`src/rtl/sensor_frame_streamer.sv`:
```
// Snapshots NUM_CHANNELS samples and streams each snapshot as one Avalon-ST packet:
// a header beat {A5, channel count, sequence number} followed by the packed payload.
module sensor_frame_streamer #(
  parameter int unsigned NUM_CHANNELS = 4,
  parameter int unsigned SAMPLE_WIDTH = 16,
  parameter int unsigned PERIOD_WIDTH = 32
) (
  input  logic                                 CLOCK,
  input  logic                                 RESET,
  input  logic                                 SEND_PACKET,
  input  logic                                 PERIODIC_EN,
  input  logic [PERIOD_WIDTH-1:0]              PERIOD,
  input  logic [NUM_CHANNELS*SAMPLE_WIDTH-1:0] SAMPLES,
  output logic [31:0]                          ST_DATA,
  output logic                                 ST_VALID,
  input  logic                                 ST_READY,
  output logic                                 ST_SOP,
  output logic                                 ST_EOP,
  output logic [1:0]                           ST_EMPTY,
  output logic                                 BUSY,
  output logic [15:0]                          SEQ_NUM,
  output logic [15:0]                          DROP_COUNT
);

  localparam int unsigned SAMPLES_W     = NUM_CHANNELS * SAMPLE_WIDTH;
  localparam int unsigned PAYLOAD_BYTES = SAMPLES_W / 8;
  localparam int unsigned PAYLOAD_BEATS = (PAYLOAD_BYTES + 3) / 4;
  localparam int unsigned TOTAL_W       = PAYLOAD_BEATS * 32;
  localparam int unsigned BEAT_W        = (PAYLOAD_BEATS > 1) ? $clog2(PAYLOAD_BEATS) : 1;

  localparam logic [BEAT_W-1:0] LAST_BEAT = BEAT_W'(PAYLOAD_BEATS - 1);
  localparam logic [1:0]        EOP_EMPTY = 2'(4 * PAYLOAD_BEATS - PAYLOAD_BYTES);

  localparam logic [1:0] IDLE    = 2'd0;
  localparam logic [1:0] HEADER  = 2'd1;
  localparam logic [1:0] PAYLOAD = 2'd2;

  logic [1:0]              state, state_n;
  logic [BEAT_W-1:0]       beat, beat_n;
  logic [SAMPLES_W-1:0]    shadow, shadow_n;
  logic [PERIOD_WIDTH-1:0] count, count_n;
  logic                    pending, pending_n;
  logic [15:0]             seq_n, drop_n;
  logic [TOTAL_W-1:0]      packed_n;
  logic [31:0]             data_n;
  logic                    eop_n;
  logic                    period_on, tick, trig, accept;

  // State, timer, counters and registered stream outputs
  always_ff @(posedge CLOCK or posedge RESET) begin
    if (RESET) begin
      state      <= IDLE;
      beat       <= '0;
      shadow     <= '0;
      count      <= '0;
      pending    <= 1'b0;
      SEQ_NUM    <= '0;
      DROP_COUNT <= '0;
      ST_DATA    <= '0;
      ST_VALID   <= 1'b0;
      ST_SOP     <= 1'b0;
      ST_EOP     <= 1'b0;
      ST_EMPTY   <= '0;
      BUSY       <= 1'b0;
    end else begin
      state      <= state_n;
      beat       <= beat_n;
      shadow     <= shadow_n;
      count      <= count_n;
      pending    <= pending_n;
      SEQ_NUM    <= seq_n;
      DROP_COUNT <= drop_n;
      ST_DATA    <= data_n;
      ST_VALID   <= (state_n != IDLE);
      ST_SOP     <= (state_n == HEADER);
      ST_EOP     <= eop_n;
      ST_EMPTY   <= eop_n ? EOP_EMPTY : 2'd0;
      BUSY       <= (state_n != IDLE);
    end
  end

  // Next-state, trigger queuing and next-beat formatting
  always_comb begin
    state_n   = state;
    beat_n    = beat;
    shadow_n  = shadow;
    pending_n = pending;
    seq_n     = SEQ_NUM;
    drop_n    = DROP_COUNT;
    packed_n  = '0;
    data_n    = '0;
    eop_n     = 1'b0;

    period_on = PERIODIC_EN && (PERIOD != '0);
    tick      = period_on && (count == PERIOD - PERIOD_WIDTH'(1));
    count_n   = (!period_on || tick) ? '0 : count + PERIOD_WIDTH'(1);
    trig      = SEND_PACKET | tick;
    accept    = ST_VALID & ST_READY;

    // A trigger during a frame queues one deep; further ones are dropped
    if ((state != IDLE) && trig) begin
      if (!pending) begin
        pending_n = 1'b1;
      end else if (DROP_COUNT != 16'hFFFF) begin
        drop_n = DROP_COUNT + 16'd1;
      end
    end

    case (state)
      IDLE: begin
        // A trigger queued on the final EOP cycle is served here
        if (trig || pending) begin
          shadow_n  = SAMPLES;
          pending_n = 1'b0;
          state_n   = HEADER;
        end
      end
      HEADER: begin
        if (accept) begin
          state_n = PAYLOAD;
          beat_n  = '0;
        end
      end
      PAYLOAD: begin
        if (accept) begin
          if (beat == LAST_BEAT) begin
            seq_n = SEQ_NUM + 16'd1;
            if (pending) begin
              pending_n = 1'b0;
              shadow_n  = SAMPLES;
              state_n   = HEADER;
            end else begin
              state_n = IDLE;
            end
          end else begin
            beat_n = beat + BEAT_W'(1);
          end
        end
      end
      default: state_n = IDLE;
    endcase

    // Channel 0 lands in the most significant bytes; trailing pad bytes stay 0
    for (int unsigned ch = 0; ch < NUM_CHANNELS; ch++) begin
      packed_n[TOTAL_W-1-ch*SAMPLE_WIDTH -: SAMPLE_WIDTH] = shadow_n[ch*SAMPLE_WIDTH +: SAMPLE_WIDTH];
    end

    if (state_n == HEADER) begin
      data_n = {8'hA5, 8'(NUM_CHANNELS), seq_n};
    end else if (state_n == PAYLOAD) begin
      for (int unsigned b = 0; b < PAYLOAD_BEATS; b++) begin
        if (beat_n == BEAT_W'(b)) begin
          data_n = packed_n[TOTAL_W-1-32*b -: 32];
        end
      end
      eop_n = (beat_n == LAST_BEAT);
    end
  end

endmodule

```
`config.mk`:
```
export PLATFORM = sky130hd
export DESIGN_NAME = sensor_frame_streamer
export DESIGN_NICKNAME = d
export VERILOG_FILES = /design/src/rtl/sensor_frame_streamer.sv
export SDC_FILE = /design/constraint.sdc
export NUM_CORES = 1
export LEC_CHECK = 0
export CORE_ASPECT_RATIO = 0.8
export CORE_UTILIZATION = 50
export CTS_CLUSTER_DIAMETER = 200
export DETAILED_ROUTE_END_ITERATION = 10
export GPL_TIMING_DRIVEN = 1
export PLACE_DENSITY = 0.73
export SYNTH_ARGS = -nofsm -noshare
export SYNTH_HDL_FRONTEND = slang
export SYNTH_SLANG_ARGS = --single-unit
```
`constraint.sdc`:
```
create_clock -name CLOCK -period 9.7 [get_ports CLOCK]
set_clock_uncertainty 0.1 [all_clocks]
set_input_delay 1.455 -clock CLOCK [delete_from_list [all_inputs] [get_ports CLOCK]]
set_output_delay 1.455 -clock CLOCK [all_outputs]
set_load 0.01 [all_outputs]
```
After elaboration in Yosys (flattened, before gate mapping)
Index checks and enable logic that the tools add are counted.
W data, S select, Z words.
{"block": "op_classes", "eq_ne": 6, "add_sub_neg": 5, "muxes": 30, "shift": 0, "multipliers": 0, "magnitude_cmp": 0, "div": 0, "reduce_logical": 11, "bitwise": 2}
{"cell": "$mux W64", "n": 4}
{"cell": "$mux W32", "n": 4}
{"cell": "$pmux W64 S2", "n": 1}
{"cell": "$mux W16", "n": 3}
{"cell": "$add A16 B1 Y16 const B", "n": 2}
{"cell": "$add A32 B1 Y32 const B", "n": 1}
{"cell": "$eq A32 B32 Y1", "n": 1}
{"cell": "$reduce_bool A32 Y1", "n": 1}
{"cell": "$sub A32 B1 Y32 const B", "n": 1}
{"cell": "$ne A16 B16 Y1 const B", "n": 1}
{"cell": "$mux W1", "n": 11}
{"cell": "$mux W2", "n": 4}
{"cell": "$pmux W2 S3", "n": 1}
{"cell": "$eq A2 B1 Y1 const B", "n": 2}
{"cell": "$eq A2 B2 Y1 const B", "n": 2}
{"cell": "$pmux W1 S2", "n": 2}
{"cell": "$reduce_bool A2 Y1", "n": 2}
{"cell": "$logic_and A1 B1 Y1", "n": 3}
{"cell": "$reduce_and A3 Y1", "n": 1}
{"cell": "$logic_not A2 Y1", "n": 1}
{"cell": "$logic_or A1 B1 Y1", "n": 2}
{"cell": "$add A1 B1 Y1 const B", "n": 1}
{"cell": "$and A1 B1 Y1", "n": 1}
{"cell": "$logic_not A1 Y1", "n": 1}
{"cell": "$or A1 B1 Y1", "n": 1}
{"block": "word_totals", "mem_count": 0, "romBits": 0, "out_inout_bits": 70, "input_bits": 101, "ram_bits": 0, "regBits": 167, "latchBits": 0, "elab_cells": 65}

Longest topological paths before layout
Gate-level depths: netlist (run 1).
{"block": "logic_depth", "depth_word": 10, "depth_mapped": 14, "depth_no_buf": 12}

Worst setup path before layout (run 1)
Ideal clock, no wire load.
{"block": "synth_timing", "path_type": "input port to flip-flop", "start": "input PERIOD[4]", "end": "register ST_DATA[20]", "cell_stages": 12, "n_path_buf": 2, "arrival_time_ps": 4656, "setup_slack_ps": 4800, "t_required_ps": 9457, "setup_time_ps": 143, "cell_sequence": "buf_2 > or4_1 > nor2_2 > nand3_1 > or3_1 > a221o_1 > nor4_2 > a211o_1 > buf_4 > mux2_2 > a222oi_1 > a211oi_1"}
{"block": "synth_via", "elab_chain_cells": 10, "word_cells_on_any_way": 16, "cone_classes": "1 x add/sub; 3 x eq/ne; 7 x mux; 1 x bitwise; 4 x reduce/logical"}
{"item": "start: declaration", "line": "12", "source": "input logic [PERIOD_WIDTH-1:0] PERIOD,"}
{"item": "$sub A32 B1 Y32 / $reduce_bool A32 Y1 (equally long branches)", "line": "95, 94"}
{"item": "$eq A32 B32 Y1 / $logic_and A1 B1 Y1 (equally long branches)", "line": "95, 94"}
{"item": "$logic_and A1 B1 Y1 (*)", "line": "95", "source": "tick = period_on && (count == PERIOD - PERIOD_WIDTH'(1));"}
{"item": "$or A1 B1 Y1 (*)", "line": "97", "source": "trig = SEND_PACKET | tick;"}
{"item": "$logic_or A1 B1 Y1 (*)", "line": "112", "source": "if (trig || pending) begin"}
{"item": "$mux W2 / $mux W64 (equally long branches)", "line": "112"}
{"item": "$pmux W2 S3 / $pmux W64 S2 (equally long branches)", "line": "109", "source": "case (state)"}
{"item": "$eq A2 B2 Y1 / $mux W32 (equally long branches)", "line": "150, 152"}
{"item": "$mux W32", "line": "150", "source": "end else if (state_n == PAYLOAD) begin"}
{"item": "$mux W32 (*)", "line": "148", "source": "if (state_n == HEADER) begin"}
{"item": "named net data_n[20]", "line": "45", "source": "logic [31:0] data_n;"}
{"item": "end signal: assignment", "line": "73", "source": "ST_DATA <= data_n;"}
{"item": "end: declaration", "line": "14", "source": "output logic [31:0] ST_DATA,"}
The timed path passes the listed nets; every way through them passes the cells marked *.
A chain may end at the register's enable or synchronous reset.

Worst setup path in the final report (run 1)
{"block": "layout_timing", "start": "input PERIOD[2]", "end": "register ST_DATA[28]"}
Same word-level chain as after synthesis.

==> results of run 1 <==
## routing by layer
layer | track usage (%) | vias up | part of all wire (%)
li1 | - | 3965 | -
met1 | 38.28 | 3981 | 47
met2 | 41.00 | 275 | 44
met3 | 8.165 | 26 | 7.7
met4 | 5.882 | 4 | 0.91
met5 | 0 | - | 0.10
## registers in the layout, indices dropped and copies added, names as in the netlist, 2 cells and up
| name | cells |
|---|---|
| SEQ_NUM | 16 |
| ST_DATA | 32 |
| state | 2 |
| DROP_COUNT | 16 |
| shadow | 64 |
| count | 32 |
## cells by family after synthesis
logic type / synth area share, %
xor gates and xnor gates: 9.016
buffers and inverters: 4.727
adders and majority gates: 1.159
muxes: 7.200
other: 0.03860
DFF: 43.02
and+or+nand+nor: 22.19
AOI/OAI and AO/OA: 12.65
## worst max-delay path, delay by kind of cell
kind                   cells  cell delay (ns)
AND/OR/NAND/NOR            5             2.22
AO/OA/AOI/OAI              4             1.40
buffers and inverters      2             1.08
multiplexers               1             0.40
## where the power goes
group          total [mW]  internal, mW  switching, mW
Sequential           1.01         0.894          0.120
Clock               0.683         0.388          0.296
Combinational        1.26         0.563          0.701
Total                2.96          1.84           1.12
## stage by stage
| step | utilization [%] | cells | setup slack (ns) | cell area, sq um |
|---|---|---|---|---|
| 5_1_grt | 63.98 | 1456 | 3.000 | 12140 |
| 6_report | 63.98 | 1456 | 3.284 | 12140 |
| 4_1_cts | 63.98 | 1456 | 3.341 | 12140 |
| 3_5_place_dp | 60.87 | 1424 | 2.916 | 11550 |
| 3_3_place_gp | 60.87 | 1424 | 3.039 | 11550 |
| 2_1_floorplan | - | 1049 | 3.627 | 9718 |
## final timing paths
check	endpoint	slack, ns	cells past startpoint	start
setup / recovery	ST_DATA[28]	3.28	12	PERIOD[2]
hold / removal	DROP_COUNT[9]	0.39	1	DROP_COUNT[9]
setup reg to reg	ST_DATA[28]	5.14	11	count[29]
hold reg to reg	DROP_COUNT[9]	0.39	1	DROP_COUNT[9]
max in group asynchronous	pending	6.55	3	RESET
min in group asynchronous	count[28]	1.47	2	RESET
## area by class of cell
type / instances / share of cell area, %
repair buffers: 177 / 14.41
inverters: 48 / 1.525
clock buffers: 18 / 3.617
multi-input cells: 774 / 42.12
clock inverters: 14 / 1.247
flip-flops and latches: 167 / 34.42
well taps: 258 / 2.659
## layout by cell type (no fill, tap or decap), types with 5 or more instances in the layout
master,count
a211oi_1,12
a21o_1,5
a21oi_1,16
a222oi_1,11
a22o_1,42
a22oi_1,12
and3_1,9
buf_4,9
clkbuf_16,17
clkdlybuf4s50_1,168
dfrtp_1,167
ha_1,8
inv_1,47
mux2_2,23
mux2i_1,44
nand2_1,152
nand3_1,38
nand4_1,13
nor2_1,82
nor3_1,55
nor4_1,13
o211ai_1,6
o31ai_1,8
o32ai_1,16
or2_2,43
or3_1,5
or4_1,5
xnor2_1,56
xor2_1,44
==> metrics.csv, run 1 <==
metric;value;unit
status;complete, no violations;
worst stage delay on the critical path;0.79;ns
Total Routing Usage GR;27.12;%
Synth top cells by count;dfrtp_1, nand2_1, nor2_1;
RSZ-0062 raised after global routing;no;
PD cells;243.9;nW/um^2
fraction of layout cells with a size suffix above 1;10.10;%
Final HPWL DP;17790;um
final hold slack;0.3911;ns
Hold Fails Final Rpt;0;
CP max FO;36;
H-tree levels;4;
DRT Wirelength;26120;um
antenna violations before repair;2;
# IOs;171;
I/O Buffers;168;
crit-path cells;clkdlybuf4s50_1, or4_1, nor4b_4, nand3_1, or3_1, a221o_1, nor4_2, a211o_4, buf_4, mux2_2, a222oi_1, a211oi_1;
register area share after synthesis;43.02;%
GP Congestion;0.8835;
Detailed Route Iter0 Violations;765;
Inserted Clock Buffers;17;
Tmin final;6.416;ns
die area;19990;sq um
Avg Vias per Cell;5.667;
most common cell in the netlist;dfrtp_1;
Tcrit/Tclk final;66.14;%
Worst EP required;9.89;ns
Row Count;45;
area taken by multi-input logic gates;5114;sq um
total number of vias;8251;
main flop type after synthesis;dfrtp_1;
routed len/inst;17.94;um
number of global-route vias before repair;8073;
GRT Residual Overflow;0;
clock buffer depth;2;
Syn Inst Count;1048;
Starting Density;51.20;%
Slowest-stage cell, CP;or4_1;
die span in x;157.8;um
DRC;0;
CTS resizes;0;
Setup CP Type;in -> reg;
YS warnings;0;
Diodes inserted;0;
worst rel slew slack;29.96;%
DIE HEIGHT;126.7;um
Pleak;5.443;nW
Crit path arrival time;6.61;ns
Post-CTS Hold Buffers;0;
CTS tree;built;
syn_area_per_cell;9.269;sq um
total power;2.961;mW
Crit. End Element;flip-flop;
Post-CTS Setup Repair Bufs;0;
Worst-Skew Late Latency;0.44;ns
Synth cell types;63;
post-synth top area share;43.02;%
top cells by area, synth;dfrtp_1, nand2_1, xnor2_1;
critical path startpoint category;primary input;
largest net degree at the start of global routing;104;
max_cap viols;0;
Hold Crit Class;reg -> reg;
Routed Antenna Nets;0;
Layout Nets;1295;
first-pass GRT wire length;41990;um
FFs w/ async S/R, synth;100.0;%
synthesized area;9714;sq um
CTS sink count;167;
filler instances;1589;
Least-Margin Pin Slew;1.048;ns
Reg area;4179;sq um
area of the core;18970;sq um
Post-synth EDFFs;0;
cell chosen for the clock root;clkbuf_16;
clock slew at reported path FFs;0.06;ns
highest clock rate;155.9;MHz
Area Overhead vs Synth;24.97;%
cell taking the most area after synthesis;dfrtp_1;
VDD IR max;175.6;uV
register bit total from synthesis;167;
Total Neg Setup Slack;0;ns
final slew viol count;0;
First-pass DRT Iterations;6;
# setup viols final;0;
No activity file was read; power rests on OpenSTA's default activity.
==> run 2, diff against run 1 <==
clock period = 6.41 ns   (was 9.7 ns; I/O delays follow)
==> run 2 against run 1 <==
Critical path type unchanged. Combinational power grew 52%. Hold slack gained 0.0042 ns. Register-to-register slack got worse by 2.8 ns. Worst setup slack lost 2.3 ns. Final cell count grew 0.14%. Largest cell class unchanged. Largest power group unchanged. Sequential share of layout area is 0.34 points lower. Count of clock-buffer cells in the layout unchanged. Sequential power up 52%. Via count rose by 2.0%. Highest routed layer unchanged.
==> metrics.csv, run 2 (same netlist as run 1, synthesis figures left out) <==
metric;value;unit;change
critical path startpoint category;primary input;;
Routed Antenna Nets;0;;unchanged
R2R Path Start;count[29];;
Starting Density;51.20;%;unchanged
internal power;2.948;mW;+60%
worst rel slew slack;22.50;%;-7.5 points
VDD IR max;380.3;uV;+120%
Crit. End Element;flip-flop;;
antenna violations before repair;2;;unchanged
CP max FO;23;;-36%
Post-Place Cell Area;11600;sq um;+0.43%
fraction of layout cells with a size suffix above 1;10.25;%;+0.15 points
post-route cell area;12260;sq um;+1.0%
biggest regs;shadow x64, ST_DATA x32, count x32;;
Total Neg Setup Slack;0;ns;unchanged
Crit path arrival time;5.61;ns;-1.00 ns
Total Routing Usage GR;27.76;%;+0.64 points
Worst EP required;6.60;ns;-3.29 ns
GP Congestion;0.9433;;+6.8%
Pleak;5.512;nW;+1.3%
Row Count;45;;unchanged
commonest cells after routing, fill and taps aside;clkdlybuf4s50_1, dfrtp_1, nand2_1;;
DIE HEIGHT;126.7;um;unchanged
largest net degree at the start of global routing;118;;+13%
DRC;0;;unchanged
Non-Filler Instances;1458;;+0.14%
RR Endpoint;ST_DATA[28];;
final slew viol count;0;;unchanged
# IOs;171;;unchanged
worst hold endpoint;DROP_COUNT[7];;
Net Sw Power;1.683;mW;+51%
Hold Fails Final Rpt;0;;unchanged
Final HPWL DP;18080;um;+1.6%
first-pass GRT wire length;43060;um;+2.5%
clock slew at reported path FFs;0.06;ns;about the same
Min-Delay Startpoint;DROP_COUNT[7];;
clock buffer depth;2;;unchanged
worst r2r path cells;11;;unchanged
CTS tree;built;;
WHS Path Cells;1;;unchanged
die area;19990;sq um;unchanged
max_cap viols;0;;unchanged
RSZ-0062 raised after global routing;no;;
routed len/inst;18.34;um;+2.3%
Worst-Skew Late Latency;0.43;ns;about the same
DRT Wirelength;26740;um;+2.4%
# setup viols final;0;;unchanged
Biggest register;shadow;;
GRT Residual Overflow;0;;unchanged
Post-CTS Hold Buffers;0;;unchanged
Gate power share;41.5;%;-1.2 points
H-tree levels;4;;unchanged
Inserted Clock Buffers;17;;unchanged
area of the core;18970;sq um;unchanged
First-pass DRT Iterations;6;;unchanged
filler instances;1524;;-4.1%
total power;4.631;mW;+56%
highest clock rate;184.3;MHz;
PD cells;377.7;nW/um^2;+55%
Diodes inserted;0;;unchanged
Avg Vias per Cell;5.772;;+1.8%
placed cell count;1429;;+0.35%
Hold Crit Class;reg -> reg;;
Least-Margin Pin Slew;1.162;ns;+0.1143 ns
Clk pwr share;25.3;%;+2.2 points
Tmin final;5.425;ns;
I/O Buffers;168;;unchanged
Post-CTS Setup Repair Bufs;0;;unchanged
status;complete, no violations;;
cell chosen for the clock root;clkbuf_16;;
power share of the sequential group;33.2;%;-1.0 points
r2r setup slk;2.32;ns;-2.82 ns
max reg flops;64;;unchanged
CTS resizes;0;;unchanged
die span in x;157.8;um;unchanged
Detailed Route Iter0 Violations;857;;+12%
Net Sw Frac;36.34;%;-1.4 points
Area Overhead vs Synth;26.22;%;
Setup CP Type;in -> reg;;
CTS sink count;167;;unchanged
Layout Nets;1300;;+0.39%
commonest non-fill, non-tap cell in the layout;clkdlybuf4s50_1;;
Tcrit/Tclk final;84.63;%;
total number of vias;8415;;+2.0%
number of global-route vias before repair;8132;;+0.73%
-- run 2: changes by cell type in the layout (fill, tap and decap cells not counted) --
| cell | delta |
|---|---|
| bufinv_16 | +4 |
| buf_4 | +4 |
| clkinvlp_4 | -3 |
| clkinv_2 | -3 |
| inv_8 | -1 |
| buf_12 | +1 |
-- run 2: worst max-delay path by stage --
stage	slack (ns)	depth (start not counted)	from	to
2_1_floorplan	0.83	1	RESET	BUSY
3_5_place_dp	0.59	12	PERIOD[2]	ST_DATA[28]
4_1_cts	1.03	12	PERIOD[2]	ST_DATA[28]
6_report	0.99	12	PERIOD[2]	ST_DATA[28]
3_3_place_gp	0.70	12	PERIOD[2]	ST_DATA[27]
5_1_grt	0.79	12	PERIOD[2]	ST_DATA[28]
-- run 2: through the flow --
step	hold slack (ns)	worst slack [ns]	util, %
detailed placement	0.3897	0.5894	61.13
finish	0.3953	0.9852	64.62
global route	0.4136	0.7913	64.62
CTS	0.3981	1.033	64.62
floorplan	0.3767	0.8301	-
global placement	0.3778	0.7013	61.13
-- run 2: critical path, stage by stage --
cell and delay (ns):
clkdlybuf4s50_1 0.49, or4_1 0.78, nor4b_4 0.50, nand3_1 0.15, or3_1 0.41, a221o_1 0.36
nor4_2 0.34, a211o_4 0.35, buf_4 0.41, mux2_2 0.38, a222oi_1 0.32, a211oi_1 0.13
-- run 2: power groups by stage --
stage,combinational (mW),sequential [mW],clock [mW]
floorplan,1.29,1.53,0
global placement,1.86,1.54,0
detailed placement,1.90,1.54,0
CTS,1.92,1.53,1.18
global route,2.12,1.57,1.23
finish,1.92,1.54,1.17
-- run 2: area by class of cell --
class	count	area (sq um)	share of cell area [%]
clock buffer	18	439.2	3.582
clock inverter	11	222.7	1.816
inverter	48	185.2	1.510
multi-input combinational	774	5114	41.70
sequential	167	4179	34.08
tap	258	322.8	2.633
timing repair buffer	182	1799	14.67
-- run 2: metal layers --
layer  global-route usage, %  wire [um]  vias up
li1                        -          -     3972
met1                   39.67      12140     4119
met2                   41.85      12070      296
met3                   7.516       2211       24
met4                   6.396        288        4
met5                       0         26        -
